[config.mk]
export PLATFORM = sky130hd
export DESIGN_NAME = cache_refill_arbiter
export DESIGN_NICKNAME = d
export VERILOG_FILES = /design/src/rtl/cache_refill_arbiter.sv
export SDC_FILE = /design/constraint.sdc
export NUM_CORES = 1
export LEC_CHECK = 0
export CAP_MARGIN = 20
export CORE_AREA = 2 2 427 429
export DETAILED_ROUTE_END_ITERATION = 7
export DIE_AREA = 0 0 429 431
export PLACE_DENSITY = 0.41
export SYNTH_ARGS = -nofsm -noshare
export SYNTH_HDL_FRONTEND = slang
export SYNTH_SLANG_ARGS = --single-unit
[constraint.sdc]
create_clock -name clock -period 2.9 [get_ports clock]
set_clock_uncertainty 0.05 [all_clocks]
set_input_delay 0.87 -clock clock [delete_from_list [all_inputs] [get_ports clock]]
set_output_delay 0.87 -clock clock [all_outputs]
set_load 0.03 [all_outputs]
[src/rtl/cache_refill_arbiter.sv]
// Round-robin refill sequencer: grants one of two cache miss requests, issues a memory burst
// and steers BEATS line beats to the winner. Optional watchdog enabled by `define REFILL_TIMEOUT_EN.
module cache_refill_arbiter #(
    parameter int LINE_WIDTH = 512,
    parameter int TAG_WIDTH  = 18,
    parameter int BEATS      = 64,
    parameter int BEAT_CNT_W = 6
`ifdef REFILL_TIMEOUT_EN
    ,
    parameter int TIMEOUT_W  = 10
`endif
) (
    input  logic                  clock,
    input  logic                  reset_n,
    input  logic                  req0,
    input  logic [TAG_WIDTH-1:0]  req0_addr,
    input  logic                  req1,
    input  logic [TAG_WIDTH-1:0]  req1_addr,
    output logic                  mem_req,
    output logic [TAG_WIDTH-1:0]  mem_addr,
    input  logic                  mem_ack,
    input  logic                  mem_beat_valid,
    input  logic [LINE_WIDTH-1:0] mem_beat_data,
    output logic                  fill_valid,
    output logic                  fill_sel,
    output logic [BEAT_CNT_W-1:0] fill_index,
    output logic [LINE_WIDTH-1:0] fill_data,
    output logic                  done0,
    output logic                  done1,
    output logic                  busy,
    output logic                  timeout_err
);

    typedef enum logic [1:0] {
        ST_IDLE  = 2'd0,
        ST_ISSUE = 2'd1,
        ST_FILL  = 2'd2,
        ST_DONE  = 2'd3
    } state_t;

    localparam logic [BEAT_CNT_W-1:0] LAST_BEAT = BEAT_CNT_W'(BEATS - 1);

    state_t                  state_q, state_d;
    logic                    last_grant_q, last_grant_d;
    logic [TAG_WIDTH-1:0]    mem_addr_q, mem_addr_d;
    logic                    mem_req_q, mem_req_d;
    logic [BEAT_CNT_W-1:0]   count_q, count_d;
    logic                    fill_valid_q, fill_valid_d;
    logic                    fill_sel_q, fill_sel_d;
    logic [BEAT_CNT_W-1:0]   fill_index_q, fill_index_d;
    logic [LINE_WIDTH-1:0]   fill_data_q, fill_data_d;
    logic                    done0_q, done0_d;
    logic                    done1_q, done1_d;
    logic                    pick;

`ifdef REFILL_TIMEOUT_EN
    logic [TIMEOUT_W-1:0]    wd_q, wd_d;
    logic                    timeout_err_q, timeout_err_d;
`endif

    // On a tie the requester that did not win last time gets the grant.
    assign pick = (req0 && req1) ? ~last_grant_q : req1;

    always_comb begin
        state_d      = state_q;
        last_grant_d = last_grant_q;
        mem_addr_d   = mem_addr_q;
        mem_req_d    = mem_req_q;
        count_d      = count_q;
        fill_valid_d = 1'b0;
        fill_sel_d   = fill_sel_q;
        fill_index_d = fill_index_q;
        fill_data_d  = fill_data_q;
        done0_d      = 1'b0;
        done1_d      = 1'b0;

        case (state_q)
            ST_IDLE: begin
                if (req0 || req1) begin
                    last_grant_d = pick;
                    mem_addr_d   = pick ? req1_addr : req0_addr;
                    mem_req_d    = 1'b1;
                    state_d      = ST_ISSUE;
                end
            end
            ST_ISSUE: begin
                if (mem_ack) begin
                    mem_req_d = 1'b0;
                    state_d   = ST_FILL;
                end
            end
            ST_FILL: begin
                if (mem_beat_valid) begin
                    fill_valid_d = 1'b1;
                    fill_sel_d   = last_grant_q;
                    fill_index_d = count_q;
                    fill_data_d  = mem_beat_data;
                    count_d      = count_q + 1'b1;
                    if (count_q == LAST_BEAT) begin
                        state_d = ST_DONE;
                        done0_d = ~last_grant_q;
                        done1_d = last_grant_q;
                    end
                end
            end
            ST_DONE: begin
                state_d = ST_IDLE;
            end
            default: begin
                state_d = ST_IDLE;
            end
        endcase

`ifdef REFILL_TIMEOUT_EN
        // Watchdog restarts on every ack or beat; expiry abandons the burst without a done pulse.
        wd_d          = '0;
        timeout_err_d = 1'b0;
        if ((state_q == ST_ISSUE && !mem_ack) || (state_q == ST_FILL && !mem_beat_valid)) begin
            if (wd_q == '1) begin
                timeout_err_d = 1'b1;
                mem_req_d     = 1'b0;
                count_d       = '0;
                state_d       = ST_IDLE;
            end else begin
                wd_d = wd_q + 1'b1;
            end
        end
`endif
    end

    always_ff @(posedge clock or negedge reset_n) begin
        if (!reset_n) begin
            state_q      <= ST_IDLE;
            last_grant_q <= 1'b1;
            mem_addr_q   <= '0;
            mem_req_q    <= 1'b0;
            count_q      <= '0;
            fill_valid_q <= 1'b0;
            fill_sel_q   <= 1'b0;
            fill_index_q <= '0;
            fill_data_q  <= '0;
            done0_q      <= 1'b0;
            done1_q      <= 1'b0;
        end else begin
            state_q      <= state_d;
            last_grant_q <= last_grant_d;
            mem_addr_q   <= mem_addr_d;
            mem_req_q    <= mem_req_d;
            count_q      <= count_d;
            fill_valid_q <= fill_valid_d;
            fill_sel_q   <= fill_sel_d;
            fill_index_q <= fill_index_d;
            fill_data_q  <= fill_data_d;
            done0_q      <= done0_d;
            done1_q      <= done1_d;
        end
    end

`ifdef REFILL_TIMEOUT_EN
    always_ff @(posedge clock or negedge reset_n) begin
        if (!reset_n) begin
            wd_q          <= '0;
            timeout_err_q <= 1'b0;
        end else begin
            wd_q          <= wd_d;
            timeout_err_q <= timeout_err_d;
        end
    end

    assign timeout_err = timeout_err_q;
`else
    assign timeout_err = 1'b0;
`endif

    assign mem_req    = mem_req_q;
    assign mem_addr   = mem_addr_q;
    assign fill_valid = fill_valid_q;
    assign fill_sel   = fill_sel_q;
    assign fill_index = fill_index_q;
    assign fill_data  = fill_data_q;
    assign done0      = done0_q;
    assign done1      = done1_q;
    assign busy       = (state_q != ST_IDLE);

endmodule
==> results of run 1 <==
==> per-layer routing <==
metal / wire (um) / vias up
li1: - / 9376
met1: 53670 / 9660
met2: 60350 / 611
met3: 9346 / 201
met4: 2467 / 82
met5: 527 / -
==> sequential cells by signal (all words and copies together), names as in the netlist <==
name / count
done1: 1
mem_req: 1
fill_data: 512
done0: 1
fill_sel: 1
mem_addr: 18
state_q: 2
fill_valid: 1
fill_index: 6
count_q: 6
last_grant_q: 1
==> path summary, 6_finish.rpt <==
kind                               start             end  slack [ns]  cells after the start
setup / recovery             mem_addr[3]     mem_addr[3]        0.09                      1
max in group asynchronous        reset_n  fill_data[154]        1.74                      2
hold reg to reg            fill_data[22]   fill_data[22]        0.42                      2
min in group clock         fill_data[22]   fill_data[22]        0.42                      2
hold / removal                   reset_n  fill_data[295]        0.09                      1
setup reg to reg              state_q[0]  fill_data[508]        0.89                      8
==> synth_stat cells (all sizes together) <==
master  instances
nor4            1
ha              5
or3b            1
a21boi          1
dfstp           1
o211ai          1
a21oi           3
and3            1
dfrtp         549
xnor2           5
o21ai          20
nand2b          1
o311ai          1
a31oi           1
nand4           2
o22ai           1
nor3b           1
inv             4
and2            1
conb            1
mux2i          18
buf            90
nor3            1
nor2            1
nor2b           2
a211oi          1
nand2        1584
o31a            1
nand3           2
clkbuf         31
==> repair_timing <==
| item | CTS | global route |
|---|---|---|
| gates resized for setup | 15 | 1 |
| pin swaps | 0 | 0 |
| buffers inserted | 0 | 0 |
| hold buffers | 0 | 0 |
| endpoints found under the setup margin | 13 | 1 |
| endpoints found under the hold margin | 0 | 0 |
==> power by group <==
part | switching (mW) | internal (mW)
Clock | 3.84 | 5.63
Sequential | 2.09 | 11.2
Combinational | 14.2 | 8.42
==> metrics by stage <==
| stage | util [%] | cells |
|---|---|---|
| floorplan | - | 2332 |
| global placement | 19.62 | 5774 |
| detailed placement | 19.62 | 5774 |
| CTS | 20.99 | 5908 |
| global route | 20.99 | 5909 |
| finish | 20.99 | 5913 |
==> layout make-up <==
type | instances | share of cell area [%]
Inverter | 4 | 0.05955
Antenna cell | 5 | 0.03308
Clock inverter | 16 | 0.5491
Timing Repair Buffer | 1193 | 31.90
Sequential cell | 550 | 36.39
Tap cell | 2370 | 7.840
Multi-Input combinational cell | 1657 | 17.25
Clock buffer | 118 | 5.981
==> logic make-up after synthesis <==
kind of cell	synth area share, %
compound gates	0.8034
other cells	0.01797
simple gates	28.91
fa+ha+maj	0.2998
mux	0.8633
xor+xnor	0.2098
flops	65.96
buf+inv	2.938
==> results.txt, run 1 <==
----------------------------------------------------
[Run status]
  Result of the run ... finished, final reports clean

[STA]
  Worst slew margin ... 53.98%
  Worst hold slack ... approximately 0.089 ns
  Period utilisation layout ... between 90% and 100%
  Final critical-path setup slack ... between 0.09 and 0.1 ns
  Number of endpoints failing setup at the final stage ... 0
  Min Clock Period, post-route ... 2.807 ns
  Pins over their slew limit ... 0
  TNS Setup ... 0 ns
  Least-Margin Pin Slew ... 0.6903 ns
  Number of hold violations in the final report ... 0
  Achievable Freq ... 356.2 MHz
  RSZ-0062 raised after global routing ... no

[Synth]
  Cell types with the largest area share after synthesis ... sky130_fd_sc_hd__dfrtp_1 66%, sky130_fd_sc_hd__nand2_1 28%, sky130_fd_sc_hd__buf_2 1.4%, sky130_fd_sc_hd__mux2i_1 0.86%, sky130_fd_sc_hd__buf_4 0.58%
  Sequential element share of the synthesized area ... about two thirds
  Seq cells post-synth ... 550
  Synthesized netlist cell count ... ~2300
  Synthesis Warnings ... 0
  Average cell area after synthesis ... about 8.9 um2
  Mapped cell area ... roughly 0.021 mm2
  Cell type with the largest total area after synthesis ... sky130_fd_sc_hd__dfrtp_1
  Number of nets in the synthesized netlist ... 2891
  Fraction of synthesized cell area taken by the top area cell type ... between 60% and 70%
  Distinct cell type count of the synthesized netlist ... 37

[CTS]
  Clock tree from TritonCTS ... yes
  Root buffer cell ... sky130_fd_sc_hd__clkbuf_16
  CTS Buf Count ... 76
  Worst skew pair latency ... ~0.65 ns
  Clock slew seen by the registers of the worst setup and hold paths ... roughly 0.06 ns
  TritonCTS sink count ... 550
  Deepest clock path buffer count ... 3
  # H-tree levels ... 3

[Route]
  Drt pass-1 iters ... 5
  Number of design rule violations left after detail routing ... 0
  Routed vias ... around 20000
  Vias per Instance ... about 3.4
  Average routed wire per standard cell ... ~21 um
  Post-detailed-routing wire length ... roughly 130 mm
  Number of nets with antenna violations after routing ... 0
  First DRT Iteration DRCs ... between 1000 and 1500

[Place]
  Half-perimeter wire length after detailed placement ... 101.9 mm
  Worst slack after detailed placement ... approximately 0.12 ns
  RePlAce Congestion ... 0.8900
  Post-Place Cell Area ... between 0.03 and 0.04 mm2
  # port buffers ... 1095

[Cells and area]
  Most common cell after layout, fill and taps aside ... sky130_fd_sc_hd__nand2_1
  Most frequent cells in the layout ... 1583 x sky130_fd_sc_hd__nand2_1, 1077 x sky130_fd_sc_hd__clkdlybuf4s50_1, 549 x sky130_fd_sc_hd__dfrtp_1
  FF+latch area ... approximately 0.014 mm2
  Finished Cell Area ... approximately 0.038 mm2
  Footprint of the multi-input gates ... ~0.0065 mm2
  Fill cell count ... ~20000
  Signed area change from the synthesized netlist to the final layout ... 81.24%
  Ratio of cells with drive above 1 in the final layout ... about 6.2%
  Nets@finish ... 4041

[Pwr]
  Power, Total ... approximately 45 mW
  Leakage ... 17.61 nW
  Maximum ir drop on the vdd rail ... between 0.4 and 0.5 mV
  Power per Cell Area ... around 1200 mW/mm2

[GRT]
  Global-route wire length before repair ... between 150 and 200 mm
  Initial antenna violation count ... 55
  Met3 Track Usage GR ... between 4 and 5%
  Global route overflow ... 0
  Maximum number of pins on one net before global-route repair ... just over 80
  Met1 layer usage reported by global route ... about 17%
  Global Route Usage Sum ... 13.25%
  Most used routing layer in global routing ... met2
  Met2 layer usage reported by global route ... 21.70%
  Via count of the first global-routing pass ... 20174

[Floorplan]
  Area enclosed by the die boundary ... between 0.15 and 0.2 mm2
  Width of the chip ... approximately 430 um
  Area of the core ... 0.1802 mm2
  Count of boundary I/O pins ... approximately 1100
  Starting density of the core ... between 10% and 20%
  Chip Height ... 431 um
  Row Count ... around 160

[Worst setup path]
  Critical Path Max Stage Delay ... 0.85 ns
  Buffers & Inverters on Critical Path ... 1
  Crit path max-delay cell type ... sky130_fd_sc_hd__clkdlybuf4s50_1
  Family with the most delay on the worst path ... buffers and inverters
  Nature of the critical path startpoint ... register
  Critical path endpoint category ... primary output
  Maximum fanout encountered on the critical timing path ... 2
  Crit path required time ... around 2.0 ns
  Critical path data arrival time ... ~1.9 ns
  Cell chain of the critical path ... clkdlybuf4s50_1
  Path type of the worst setup path ... register to primary output

[Hold path]
  Class of the tightest hold or removal check ... primary input to asynchronous set/reset pin

[Job]
  Maxcap violations ... 0

----------------------------------------------------
No activity file was read; power rests on OpenSTA's default activity.
==> run 2, diff against run 1 <==
Settings changed: CAP_MARGIN 20 to 15.
==> results of run 2 <==
No change in the layout: final DEF, timing and power equal those of run 1.
